`src/rtl/ebus_pkg.sv`:
```
// Shared types for the Z80 expansion-bus master: command opcodes, FSM states
// and small opcode decode helpers.
package ebus_pkg;

    typedef enum logic [2:0] {
        ACQUIRE = 3'd0,
        RELEASE = 3'd1,
        MEMRD   = 3'd2,
        MEMWR   = 3'd3,
        IORD    = 3'd4,
        IOWR    = 3'd5
    } op_t;

    typedef enum logic [2:0] {
        IDLE   = 3'd0,
        REQ    = 3'd1,
        OWNED  = 3'd2,
        SETUP  = 3'd3,
        STROBE = 3'd4,
        HOLD   = 3'd5,
        REL    = 3'd6
    } state_t;

    localparam int CNT_W = 4;

    function automatic logic op_is_read(input op_t op);
        return (op == MEMRD) || (op == IORD);
    endfunction

    function automatic logic op_is_io(input op_t op);
        return (op == IORD) || (op == IOWR);
    endfunction

endpackage

```
`src/rtl/ebus_sync2.sv`:
```
// Two-flop synchronizer for a single asynchronous level; both flops reset to
// RST_VAL so an idle-high input reads as idle straight out of reset.
module ebus_sync2 #(
    parameter logic RST_VAL = 1'b1
) (
    input  logic clk_i,
    input  logic rst_n_i,
    input  logic d_i,
    output logic q_o
);

    logic meta_q;
    logic sync_q;

    // Synchronizer flop chain
    always_ff @(posedge clk_i or negedge rst_n_i) begin
        if (!rst_n_i) begin
            meta_q <= RST_VAL;
            sync_q <= RST_VAL;
        end else begin
            meta_q <= d_i;
            sync_q <= meta_q;
        end
    end

    assign q_o = sync_q;

endmodule

```
`src/rtl/ebus_master_ctrl.sv`:
```
// ESP32-side master for the Z80 expansion bus: busreq/busack arbitration and
// fixed-timing memory/IO cycles. Optional REQ/REL timeout: EBUS_MASTER_TIMEOUT_EN.
module ebus_master_ctrl
    import ebus_pkg::*;
#(
    parameter int T_SETUP  = 2,
    parameter int T_STROBE = 4,
    parameter int T_HOLD   = 2
`ifdef EBUS_MASTER_TIMEOUT_EN
    , parameter int ACK_TIMEOUT = 1023
`endif
) (
    input  logic        clk,
    input  logic        reset_n,
    input  logic        cmd_valid,
    output logic        cmd_ready,
    input  logic [2:0]  cmd_op,
    input  logic [15:0] cmd_addr,
    input  logic [7:0]  cmd_wrdata,
    output logic        rsp_valid,
    output logic [7:0]  rsp_rddata,
    output logic        rsp_err,
    output logic        bus_owned,
    output logic        ebus_busreq_n,
    input  logic        ebus_busack_n,
    output logic [15:0] ebus_a,
    input  logic [7:0]  ebus_d_in,
    output logic [7:0]  ebus_d_out,
    output logic        ebus_d_oe,
    output logic        ebus_a_oe,
    output logic        ebus_rd_n,
    output logic        ebus_wr_n,
    output logic        ebus_mreq_n,
    output logic        ebus_iorq_n
);

    localparam logic [CNT_W-1:0] SETUP_LD  = CNT_W'(T_SETUP - 1);
    localparam logic [CNT_W-1:0] STROBE_LD = CNT_W'(T_STROBE - 1);
    localparam logic [CNT_W-1:0] HOLD_LD   = CNT_W'(T_HOLD - 1);

    state_t           state_q, state_d;
    logic [CNT_W-1:0] cnt_q, cnt_d;
    op_t              op_q, op_d;
    logic [15:0]      a_q, a_d;
    logic [7:0]       d_out_q, d_out_d;
    logic [7:0]       rd_cap_q, rd_cap_d;
    logic [7:0]       rsp_rddata_q, rsp_rddata_d;
    logic             d_oe_q, d_oe_d;
    logic             owned_q, owned_d;
    logic             busreq_n_q, busreq_n_d;
    logic             cmd_ready_q, cmd_ready_d;
    logic             rsp_valid_q, rsp_valid_d;
    logic             rsp_err_q, rsp_err_d;
    logic             rd_n_q, rd_n_d;
    logic             wr_n_q, wr_n_d;
    logic             mreq_n_q, mreq_n_d;
    logic             iorq_n_q, iorq_n_d;

    logic             ack_sync_s;
    logic             ack_s;
    logic             accept_s;
    logic             to_expired_s;
    op_t              cmd_op_s;

    ebus_sync2 #(.RST_VAL(1'b1)) u_ack_sync (
        .clk_i   (clk),
        .rst_n_i (reset_n),
        .d_i     (ebus_busack_n),
        .q_o     (ack_sync_s)
    );

    assign ack_s    = ~ack_sync_s;
    assign accept_s = cmd_valid & cmd_ready_q;
    assign cmd_op_s = op_t'(cmd_op);

`ifdef EBUS_MASTER_TIMEOUT_EN
    localparam int TO_W = $clog2(ACK_TIMEOUT + 1);
    logic [TO_W-1:0] to_q, to_d;

    assign to_expired_s = (to_q == TO_W'(ACK_TIMEOUT - 1));

    // Wait counter: runs only while parked in REQ or REL, cleared on any move
    always_comb begin
        to_d = '0;
        if (((state_q == REQ) || (state_q == REL)) && (state_d == state_q)) begin
            to_d = to_q + TO_W'(1);
        end else begin
            to_d = '0;
        end
    end

    // Wait counter register
    always_ff @(posedge clk or negedge reset_n) begin
        if (!reset_n) begin
            to_q <= '0;
        end else begin
            to_q <= to_d;
        end
    end
`else
    assign to_expired_s = 1'b0;
`endif

    // Next-state and next-output logic for the bus sequencer
    always_comb begin
        state_d      = state_q;
        cnt_d        = cnt_q;
        op_d         = op_q;
        a_d          = a_q;
        d_out_d      = d_out_q;
        rd_cap_d     = rd_cap_q;
        d_oe_d       = d_oe_q;
        owned_d      = owned_q;
        busreq_n_d   = busreq_n_q;
        rd_n_d       = rd_n_q;
        wr_n_d       = wr_n_q;
        mreq_n_d     = mreq_n_q;
        iorq_n_d     = iorq_n_q;
        rsp_valid_d  = 1'b0;
        rsp_err_d    = 1'b0;
        rsp_rddata_d = 8'h00;

        case (state_q)
            IDLE: begin
                if (accept_s) begin
                    case (cmd_op_s)
                        ACQUIRE: begin
                            busreq_n_d = 1'b0;
                            state_d    = REQ;
                        end
                        RELEASE: begin
                            rsp_valid_d = 1'b1;
                        end
                        default: begin
                            rsp_valid_d = 1'b1;
                            rsp_err_d   = 1'b1;
                        end
                    endcase
                end else begin
                    state_d = IDLE;
                end
            end
            REQ: begin
                if (ack_s) begin
                    owned_d     = 1'b1;
                    rsp_valid_d = 1'b1;
                    state_d     = OWNED;
                end else if (to_expired_s) begin
                    busreq_n_d  = 1'b1;
                    rsp_valid_d = 1'b1;
                    rsp_err_d   = 1'b1;
                    state_d     = IDLE;
                end else begin
                    state_d = REQ;
                end
            end
            OWNED: begin
                if (accept_s) begin
                    case (cmd_op_s)
                        ACQUIRE: begin
                            rsp_valid_d = 1'b1;
                        end
                        RELEASE: begin
                            busreq_n_d = 1'b1;
                            owned_d    = 1'b0;
                            state_d    = REL;
                        end
                        MEMRD, MEMWR, IORD, IOWR: begin
                            op_d = cmd_op_s;
                            a_d  = cmd_addr;
                            if (op_is_read(cmd_op_s)) begin
                                d_oe_d = 1'b0;
                            end else begin
                                d_out_d = cmd_wrdata;
                                d_oe_d  = 1'b1;
                            end
                            cnt_d   = SETUP_LD;
                            state_d = SETUP;
                        end
                        default: begin
                            rsp_valid_d = 1'b1;
                            rsp_err_d   = 1'b1;
                        end
                    endcase
                end else begin
                    state_d = OWNED;
                end
            end
            SETUP: begin
                if (cnt_q == '0) begin
                    // Exactly one of rd/wr and one of mreq/iorq go low together
                    rd_n_d   = ~op_is_read(op_q);
                    wr_n_d   = op_is_read(op_q);
                    mreq_n_d = op_is_io(op_q);
                    iorq_n_d = ~op_is_io(op_q);
                    cnt_d    = STROBE_LD;
                    state_d  = STROBE;
                end else begin
                    cnt_d = cnt_q - CNT_W'(1);
                end
            end
            STROBE: begin
                if (cnt_q == '0) begin
                    if (op_is_read(op_q)) begin
                        rd_cap_d = ebus_d_in;
                    end else begin
                        rd_cap_d = rd_cap_q;
                    end
                    rd_n_d   = 1'b1;
                    wr_n_d   = 1'b1;
                    mreq_n_d = 1'b1;
                    iorq_n_d = 1'b1;
                    cnt_d    = HOLD_LD;
                    state_d  = HOLD;
                end else begin
                    cnt_d = cnt_q - CNT_W'(1);
                end
            end
            HOLD: begin
                if (cnt_q == '0) begin
                    d_oe_d       = 1'b0;
                    rsp_valid_d  = 1'b1;
                    rsp_rddata_d = op_is_read(op_q) ? rd_cap_q : 8'h00;
                    state_d      = OWNED;
                end else begin
                    cnt_d = cnt_q - CNT_W'(1);
                end
            end
            REL: begin
                if (!ack_s) begin
                    rsp_valid_d = 1'b1;
                    state_d     = IDLE;
                end else if (to_expired_s) begin
                    rsp_valid_d = 1'b1;
                    rsp_err_d   = 1'b1;
                    state_d     = IDLE;
                end else begin
                    state_d = REL;
                end
            end
            default: begin
                state_d = IDLE;
            end
        endcase

        cmd_ready_d = (state_d == IDLE) || (state_d == OWNED);
    end

    // State and output registers; reset drops every strobe and request at once
    always_ff @(posedge clk or negedge reset_n) begin
        if (!reset_n) begin
            state_q      <= IDLE;
            cnt_q        <= '0;
            op_q         <= ACQUIRE;
            a_q          <= 16'h0000;
            d_out_q      <= 8'h00;
            rd_cap_q     <= 8'h00;
            rsp_rddata_q <= 8'h00;
            d_oe_q       <= 1'b0;
            owned_q      <= 1'b0;
            busreq_n_q   <= 1'b1;
            cmd_ready_q  <= 1'b0;
            rsp_valid_q  <= 1'b0;
            rsp_err_q    <= 1'b0;
            rd_n_q       <= 1'b1;
            wr_n_q       <= 1'b1;
            mreq_n_q     <= 1'b1;
            iorq_n_q     <= 1'b1;
        end else begin
            state_q      <= state_d;
            cnt_q        <= cnt_d;
            op_q         <= op_d;
            a_q          <= a_d;
            d_out_q      <= d_out_d;
            rd_cap_q     <= rd_cap_d;
            rsp_rddata_q <= rsp_rddata_d;
            d_oe_q       <= d_oe_d;
            owned_q      <= owned_d;
            busreq_n_q   <= busreq_n_d;
            cmd_ready_q  <= cmd_ready_d;
            rsp_valid_q  <= rsp_valid_d;
            rsp_err_q    <= rsp_err_d;
            rd_n_q       <= rd_n_d;
            wr_n_q       <= wr_n_d;
            mreq_n_q     <= mreq_n_d;
            iorq_n_q     <= iorq_n_d;
        end
    end

    assign cmd_ready     = cmd_ready_q;
    assign rsp_valid     = rsp_valid_q;
    assign rsp_rddata    = rsp_rddata_q;
    assign rsp_err       = rsp_err_q;
    assign bus_owned     = owned_q;
    assign ebus_a_oe     = owned_q;
    assign ebus_busreq_n = busreq_n_q;
    assign ebus_a        = a_q;
    assign ebus_d_out    = d_out_q;
    assign ebus_d_oe     = d_oe_q;
    assign ebus_rd_n     = rd_n_q;
    assign ebus_wr_n     = wr_n_q;
    assign ebus_mreq_n   = mreq_n_q;
    assign ebus_iorq_n   = iorq_n_q;

endmodule

```
`config.mk`:
```
export PLATFORM = sky130hd
export DESIGN_NAME = ebus_master_ctrl
export DESIGN_NICKNAME = d
export VERILOG_FILES = /design/src/rtl/ebus_pkg.sv /design/src/rtl/ebus_sync2.sv /design/src/rtl/ebus_master_ctrl.sv
export SDC_FILE = /design/constraint.sdc
export NUM_CORES = 1
export LEC_CHECK = 0
export CORE_UTILIZATION = 53
export CTS_BUF_LIST = sky130_fd_sc_hd__clkbuf_4 sky130_fd_sc_hd__clkbuf_8
export DETAILED_ROUTE_END_ITERATION = 8
export HOLD_SLACK_MARGIN = 0.1
export PLACE_DENSITY = 0.87
export SETUP_SLACK_MARGIN = 0.5
export SYNTH_ARGS = -nofsm -noshare
export SYNTH_HDL_FRONTEND = slang
export SYNTH_SLANG_ARGS = --single-unit
```
`constraint.sdc`:
```
create_clock -name clk -period 3.4 [get_ports clk]
set_input_delay 0.85 -clock clk [delete_from_list [all_inputs] [get_ports clk]]
set_output_delay 0.85 -clock clk [all_outputs]
set_load 0.01 [all_outputs]
```
After elaboration in Yosys (flattened, before gate mapping)
Index checks and enable logic that the tools add are counted.

Add/subtract/negate cells: 1. Eq/ne operators: 25. Muxes and demuxes: 55. Bitwise gates (word level): 4. Reductions and logical operators: 25.

Operator list (count): 2-to-1 mux 1 bit (27); 2-to-1 mux 8 bit (3); equality test 3 bit (second input constant) (7); 2-to-1 mux 3 bit (7); one-hot mux 3 bit (7 select lines) (1); 2-to-1 mux 4 bit (5); equality test 3 x 2 -> 1 bit (second input constant) (6); != test 2 bit (second input constant) (8); one-hot mux 1 bit (2 select lines) (8); one-hot mux 4 bit (4 select lines) (1); AND reduction 4 bit (4); zero test 3 bit (3); AND reduction 3 bit (3); nonzero test 2 bit (4); equality test 3 x 1 -> 1 bit (second input constant) (2); one-hot mux 3 bit (2 select lines) (1); OR reduction 6 bit (1); one-hot mux 1 bit (5 select lines) (1); AND reduction 5 bit (1); OR reduction 5 bit (1); zero test 4 bit (1); logical OR 1 bit (4); != test 2 x 1 -> 1 bit (second input constant) (2); nonzero test 4 bit (1); other kinds (6) (8).

Register bits: 62. Bits of input ports: 39. Output and inout bits: 43. Logic and storage cells: 129.

Depth between registers and ports, before layout
Gate-level depths: netlist of run 1.

Depth in word-level cells: 7. Depth in mapped cells: 6. Depth with buffers taken out: 6.

Cells and area by module
From an unflattened synthesis of run 1, not the netlist that was laid out.

Cells, all modules: 219. Area total of the unflattened synthesis: 2746.4 µm².

Modules (own cells, without submodules): ebus_master_ctrl (instances 1, cells an instance 217, area each 2693.8 µm²); ebus_sync2 (instances 1, cells an instance 2, area each 52.6 µm²).

Worst setup path before layout of run 1
Ideal clock, no wire load.

Path kind: input to register. Start: in cmd_op[2]. End: reg cnt_q[1]. Library setup time: 0.125 ns. Arrival time: 1.869 ns. Path slack: 1.406 ns. Stages on the path: 5. Buffers on the path: 1. Path through: buf_6 xor2_4 a31o_4 nor2_4 mux2_4.

Cells in the longest elaborated chain, start to end: 4. Elaborated cells between the ends (all ways): 7.

Ends and longest elaborated chain: from (decl) (RTL line ebus_master_ctrl.sv:17) `input logic [2:0] cmd_op,`; equality test 3 x 2 -> 1 bit or equality test 3 bit (tied branches) (RTL line ebus_master_ctrl.sv:159) `case (cmd_op_s)`; OR reduction 4 bit * (RTL line ebus_master_ctrl.sv:159); != test 2 x 1 -> 1 bit (no source line) *; AND reduction 4 bit (no source line) *; to (signal assigned) (RTL line ebus_master_ctrl.sv:271) `cnt_q <= cnt_d;`; to (decl) (RTL line ebus_master_ctrl.sv:42) `logic [CNT_W-1:0] cnt_q, cnt_d;`.

Mark *: on every way between the ends. The rest lies on a longest branch, timed or not. A chain may end at the register's enable or synchronous reset.

Worst setup path in the final report of run 1
Start: in cmd_op[2]. End: reg a_q[0] (netlist: ebus_a[0]).

Cells in the longest elaborated chain, start to end: 3. Elaborated cells between the ends (all ways): 6.

Ends and longest elaborated chain: equality test 3 x 2 -> 1 bit or equality test 3 bit (tied branches) (RTL line ebus_master_ctrl.sv:159); OR reduction 4 bit * (RTL line ebus_master_ctrl.sv:159); AND reduction 3 bit (no source line) *; to (signal assigned) (RTL line ebus_master_ctrl.sv:255) `a_q <= 16'h0000;`; to (signal assigned) (RTL line ebus_master_ctrl.sv:273) `a_q <= a_d;`; to (decl) (RTL line ebus_master_ctrl.sv:44) `logic [15:0] a_q, a_d;`.

Marks and branches as above.

==> results of run 1 <==
-- sequential cells by signal, summed over array words and instances (netlist names) --
register           count
rsp_valid              1
ebus_busreq_n          1
ebus_wr_n              1
rsp_rddata             8
cmd_ready              1
op_q                   3
ebus_mreq_n            1
cnt_q                  4
ebus_rd_n              1
ebus_iorq_n            1
u_ack_sync.q_o         1
rd_cap_q               8
u_ack_sync.meta_q      1
ebus_a                16
ebus_d_out             8
rsp_err                1
ebus_d_oe              1
state_q                3
bus_owned              1
-- per-layer routing --
layer / track usage / part of all wire / up-vias
li1: - / - / 917
met1: 0.2707 / 0.44 / 957
met2: 0.3165 / 0.48 / 62
met3: 0.05952 / 0.065 / 8
met4: 0.09877 / 0.015 / 0
met5: 0 / 0 / -
-- through the flow --
stage	util	cells
after floorplan	-	208
after global placement	0.7191	353
after detailed placement	0.7191	353
after CTS	0.7522	369
after global routing	0.7522	369
final	0.7522	369
-- worst max-delay path: stages --
cell and delay (ns):
clkdlybuf4s50_1 0.73, xor2_4 0.29, nand3_4 0.35, mux2_4 0.43
-- layout make-up --
class                           count  share of cell area
Multi-Input combinational cell    133              0.3126
Tap cell                           70             0.02265
Clock inverter                      6             0.01003
Timing Repair Buffer               83              0.2123
Inverter                            5            0.004854
Clock buffer                       10             0.03398
Sequential cell                    62              0.4036
-- power by group --
group	switching (µW)	total (µW)	leakage (µW)	internal, µW
Combinational	530	1320	0.000888	793
Sequential	204	1220	0.000768	1020
Clock	285	554	0.0000855	269
Total	1020	3100	0.00174	2080
-- logic make-up after synthesis --
logic type      after synthesis
mux                          36
xor+xnor                      2
buf+inv                      13
simple gates                 63
compound gates               30
flops                        62
fa+ha+maj                     2
-- cell usage in the layout, fill, tap and decap left out, drive strengths merged, types with 3 or more instances in the layout --
master          n
buf             3
clkbuf         10
o2bb2ai         3
and2            9
dfstp           7
dfrtp          55
nor2           11
nand3           5
o211ai          3
nor3            3
o21ai           5
clkinv          4
inv             5
nand2          13
mux2           34
a21oi           7
clkdlybuf4s50  80
nand4           3
nand2b          7
-- path summary, 6_finish.rpt --
| path | start | end | slack (ns) |
|---|---|---|---|
| setup / recovery | cmd_op[2] | ebus_a[0]$_DFFE_PN0P_ | 0.95 |
| hold / removal | u_ack_sync.meta_q$_DFF_PN1_ | u_ack_sync.q_o$_DFF_PN1_ | 0.36 |
| setup reg to reg | cnt_q[0]$_DFFE_PN0P_ | rd_cap_q[0]$_DFFE_PN0P_ | 1.46 |
| hold reg to reg | u_ack_sync.meta_q$_DFF_PN1_ | u_ack_sync.q_o$_DFF_PN1_ | 0.36 |
| max in group asynchronous | reset_n | ebus_rd_n$_DFFE_PN1P_ | 1.93 |
| min in group asynchronous | reset_n | ebus_d_out[0]$_DFFE_PN0P_ | 0.72 |
==> metrics.csv, run 1 <==
stage;metric;value;unit
logic_synthesis;yosysSeqAreaShare;0.5460;
logic_synthesis;synth_area_leaders;dfrtp_1 48%, mux2_4 8.9%, mux2_2 6.7%, dfstp_2 6.4%, and2_1 2.0%;
drt;wl_per_cell;14.81;µm
power;power_leakage;0.001741;µW
sta;rsz0062_at_grt;no;
cts;cts-root-buf;clkbuf_8;
layout;fillers;372;
worst_setup_path;crit_required;3.61;ns
cts;cts_hold_buf;0;
floorplanning;die-area;5690;µm²
floorplanning;die_y;75.43;µm
global_routing;grt_max_degree;50;
layout;drive_gt1_frac;0.2575;
logic_synthesis;synth_commonest_cells;55 x dfrtp_1, 17 x mux2_2, 17 x mux2_4, 11 x nand2_1, 9 x and2_1;
sta;worst_slack;0.9483;ns
min_path;whs_path_depth;0;
cts;cts_inserted_buffers;9;
sta;tns;0;ns
drt;vias;1944;
sta;tightest_slew;1.070;ns
placement;dpl.hpwl;3.955;mm
placement;preCtsSetupSlack;0.5982;ns
layout;design_area;3866;µm²
logic_synthesis;synth_seq_cells;62;
sta;worst_hold_slack;0.3602;ns
placement;port_buffers;81;
power;vdd_drop_max;509.7;µV
layout;antenna_cells;0;
logic_synthesis;synth_top_area_frac;0.4816;
logic_synthesis;synthCells;208;
logic_synthesis;syn_area;2858;µm²
floorplanning;num_io_pins;82;
cts;clkSinkCount;62;
logic_synthesis;synthAdderAreaFrac;0.008757;
sta;worst_clock_skew;0.01129;ns
worst_setup_path;path_class;input port to flop;
worst_setup_path;crit_path_end_kind;flop;
logic_synthesis;synthSimpleGateAreaFrac;0.1546;
logic_synthesis;yosysWarnings;0;
power;p_total;3101;µW
global_routing;grt_pass1_vias;1843;
layout;syn_to_final_growth;35.29;%
logic_synthesis;synth_edf_count;0;
worst_setup_path;path_max_fanout;21;
logic_synthesis;synth.distinct_cells;51;
logic_synthesis;synth_compound_area_frac;0.08363;
drt;drtAntennaViolNets;0;
sta;setup-violations-final;0;
drt;first_pass_iters;4;
drt;postRouteWirelength;5.466;mm
cts;cts_tree;done;
drt;drc;0;
cts;clock_latency;0.33;ns
floorplanning;initial_core_util;0.5560;
layout;multi_input_area;1209;µm²
layout;num-nets-final;335;
cts;clockBufferDepth;2;
logic_synthesis;ys.flop_type;dfrtp_1;
layout;ff_latch_area;1560;µm²
global_routing;grt_overflow;0;
sta;slew-limit-headroom;0.2867;
logic_synthesis;synthMuxAreaShare;0.1633;
sta;timing.final.crit_share;0.7211;
logic_synthesis;synth_top_family_by_area;multiplexers;
placement;place_area;3696;µm²
sta;period_minus_slack;2.452;ns
floorplanning;core;5140;µm²
worst_setup_path;rr_worst_depth;6;
flow_run;cap_violations;0;
cts;cts.htree.levels;3;
min_path;worstHoldPathType;flop to flop;
global_routing;antenna_found_initial;0;
worst_setup_path;start_kind;input port;
drt;via_per_inst;5.268;
sta;fmax;407.9;MHz
drt;drtIter0Drc;76;
sta;hold_viol;0;
cts;cts_resized;0;
logic_synthesis;synth-async-reset-ratio;1.000;
outcome;status;finished clean;
placement;gp_congestion;0.9086;
cts;path_clk_slew;0.06;ns
floorplanning;die_w;75.43;µm
sta;drv_slew;0;
power;power_density;802.1;nW/µm²
global_routing;grt_pass1_wl;8.562;mm
logic_synthesis;syn-num-nets;249;
logic_synthesis;synth-xor-area-share;0.01270;
global_routing;grtUsageTotal;0.2062;
logic_synthesis;avgSynthCellArea;13.74;µm²
floorplanning;num_rows;26;
cts;post-cts-setup-buffers;0;
logic_synthesis;synth_most_common_cell;dfrtp_1;
logic_synthesis;synth_top_area_cell;dfrtp_1;
worst_setup_path;worstPathArrival;2.66;ns
Power figures use the tool's default switching activity.
==> run 2, diff against run 1 <==
Settings changed: CORE_UTILIZATION 53 to 49, PLACE_DENSITY 0.87 to 0.81.
Clock period 3.4 ns to 2.4 ns, I/O delays scaled along.
==> run 2 against run 1 <==
  * Sequential power up 43%
  * Power up 47%
  * Via count down 0.31%
  * Critical path type is now flop to output pin
  * Flip-flop and latch count unchanged
  * Worst hold slack worse by 0.089 ns
  * First-iteration DRC count down 45%
  * Critical endpoint is now cmd_ready
==> metrics.csv, run 2 (synthesized netlist as in run 1, its figures left out) <==
stage;metric;value;unit;change
placement;place_area;3719;µm²;+0.61%
worst_setup_path;startpoint;cmd_ready$_DFF_PN0_;;
worst_setup_path;crit_required;1.80;ns;-1.81 ns
drt;via_per_inst;5.100;;-3.2%
cts;clock_latency;0.33;ns;about the same
worst_setup_path;path_class;flop to output pin;;
drt;drc;0;;unchanged
cts;cts_tree;done;;
layout;num-nets-final;344;;+2.7%
sta;period_minus_slack;1.866;ns;
layout;drive_gt1_frac;0.2825;;+0.02494
sta;worst_clock_skew;0.006638;ns;-0.004653 ns
floorplanning;core;5574;µm²;+8.4%
worst_setup_path;cp.depth;1;;-3
placement;gp_congestion;0.9177;;+1.0%
layout;layout_common_cells;73 x clkdlybuf4s50_1, 54 x dfrtp_1, 17 x mux2_4, 17 x mux2_2, 11 x nand2_1;;
worst_setup_path;max_stage_delay;0.55;ns;-0.18 ns
sta;worst_slack;0.5336;ns;-0.4146 ns
floorplanning;initial_core_util;0.5127;;-0.04331
worst_setup_path;start_kind;flop;;
drt;drtAntennaViolNets;0;;unchanged
sta;rsz0062_at_grt;no;;
layout;final_common_cell;clkdlybuf4s50_1;;
outcome;status;finished clean;;
cts;clockBufferDepth;2;;unchanged
worst_setup_path;crit_end;cmd_ready;;
floorplanning;die_y;78.37;µm;+3.9%
worst_setup_path;worstPathArrival;1.27;ns;-1.39 ns
sta;hold_viol;0;;unchanged
layout;instances_no_fill;380;;+3.0%
worst_setup_path;cp_slowest_cell;clkdlybuf4s50_1;;
global_routing;grtUsageTotal;0.2031;;-0.003070
sta;timing.final.crit_share;0.7776;;
floorplanning;die_w;78.37;µm;+3.9%
cts;cts_hold_buf;0;;unchanged
power;vdd_drop_max;761.6;µV;+49%
placement;dp.cells;356;;+0.85%
global_routing;grt_max_degree;63;;+26%
layout;largest_reg_flops;16;;unchanged
drt;first_pass_iters;4;;unchanged
power;power_leakage;0.001831;µW;+5.2%
worst_setup_path;path_cells;clkdlybuf4s50_1;;
sta;slew-limit-headroom;0.7218;;+0.4351
layout;design_area;4005;µm²;+3.6%
worst_setup_path;rr_worst_depth;6;;unchanged
sta;tns;0;ns;unchanged
sta;drv_slew;0;;unchanged
global_routing;grt_pass1_wl;9.487;mm;+11%
worst_setup_path;rr_startpoint;cnt_q[0]$_DFFE_PN0P_;;
global_routing;grt_pass1_vias;1987;;+7.8%
cts;cts-root-buf;clkbuf_8;;
sta;tightest_slew;0.4173;ns;-0.6526 ns
drt;drtIter0Drc;42;;-45%
layout;syn_to_final_growth;40.15;%;
power;power_density;1139;nW/µm²;+42%
worst_setup_path;path_max_fanout;3;;-86%
sta;fmax;535.8;MHz;
worst_setup_path;r2r-end;rd_cap_q[1]$_DFFE_PN0P_;;
sta;setup-violations-final;0;;unchanged
floorplanning;num_io_pins;82;;unchanged
flow_run;cap_violations;0;;unchanged
drt;vias;1938;;-0.31%
layout;antenna_cells;0;;unchanged
drt;wl_per_cell;14.79;µm;-0.18%
sta;worst_hold_slack;0.2713;ns;-0.08896 ns
worst_setup_path;ff2ff_setup_slack;0.61;ns;-0.85 ns
global_routing;grt_overflow;0;;unchanged
global_routing;antenna_found_initial;0;;unchanged
placement;dpl.hpwl;3.833;mm;-3.1%
worst_setup_path;cp_top_family;buffers and inverters;;
cts;clkSinkCount;62;;unchanged
drt;postRouteWirelength;5.619;mm;+2.8%
worst_setup_path;crit_buf_inv;1;;unchanged
cts;cts_inserted_buffers;9;;unchanged
placement;port_buffers;81;;unchanged
cts;path_clk_slew;0.07;ns;about the same
min_path;worstHoldPathType;input port to async pin;;
placement;preCtsSetupSlack;-0.01880;ns;-0.6170 ns
cts;cts.htree.levels;3;;unchanged
worst_setup_path;crit_path_end_kind;output pin;;
floorplanning;num_rows;27;;+3.8%
floorplanning;die-area;6142;µm²;+7.9%
[run 2: repair_timing]
item                       4_1_cts  5_1_grt
gates resized for setup          6        3
pin swaps                        1        2
cloned                           1        0
setup endpoints to repair       30       33
buffers inserted                 4        3
[run 2: area by class of cell]
class | count | area, µm²
fill | 397 | 1569
sequential | 62 | 1562
multi-input combinational | 134 | 1226
timing repair buffer | 91 | 904.6
clock buffer | 11 | 145.1
tap | 72 | 90.09
clock inverter | 5 | 58.81
inverter | 5 | 18.77
[run 2: metrics by stage]
stage                     utilization  power (µW)
after floorplan                     -        2836
after global placement         0.6671        3569
after detailed placement       0.6671        3640
after CTS                      0.7134        4589
after global routing           0.7185        4845
final                          0.7185        4564
[run 2: worst min-delay path by stage]
stage / slack [ns] / end / startpoint
finish: 0.27 / rsp_err$_DFF_PN0_ / reset_n
global route: 0.29 / ebus_a[4]$_DFFE_PN0P_ / reset_n
CTS: 0.28 / ebus_d_out[0]$_DFFE_PN0P_ / reset_n
detailed placement: 0.35 / u_ack_sync.q_o$_DFF_PN1_ / u_ack_sync.meta_q$_DFF_PN1_
global placement: 0.35 / u_ack_sync.q_o$_DFF_PN1_ / u_ack_sync.meta_q$_DFF_PN1_
floorplan: 0.30 / bus_owned$_DFFE_PN0P_ / reset_n
[run 2: per-layer routing]
layer | global-route usage | routed length (µm)
met1 | 0.2710 | 2532
met2 | 0.3114 | 2664
met3 | 0.04419 | 287
met4 | 0.1056 | 135
met5 | 0 | 0
[run 2: power by group]
| part | internal (µW) | switching [µW] | total, µW |
|---|---|---|---|
| Combinational | 1140 | 776 | 1910 |
| Sequential | 1450 | 293 | 1740 |
| Clock | 519 | 394 | 913 |
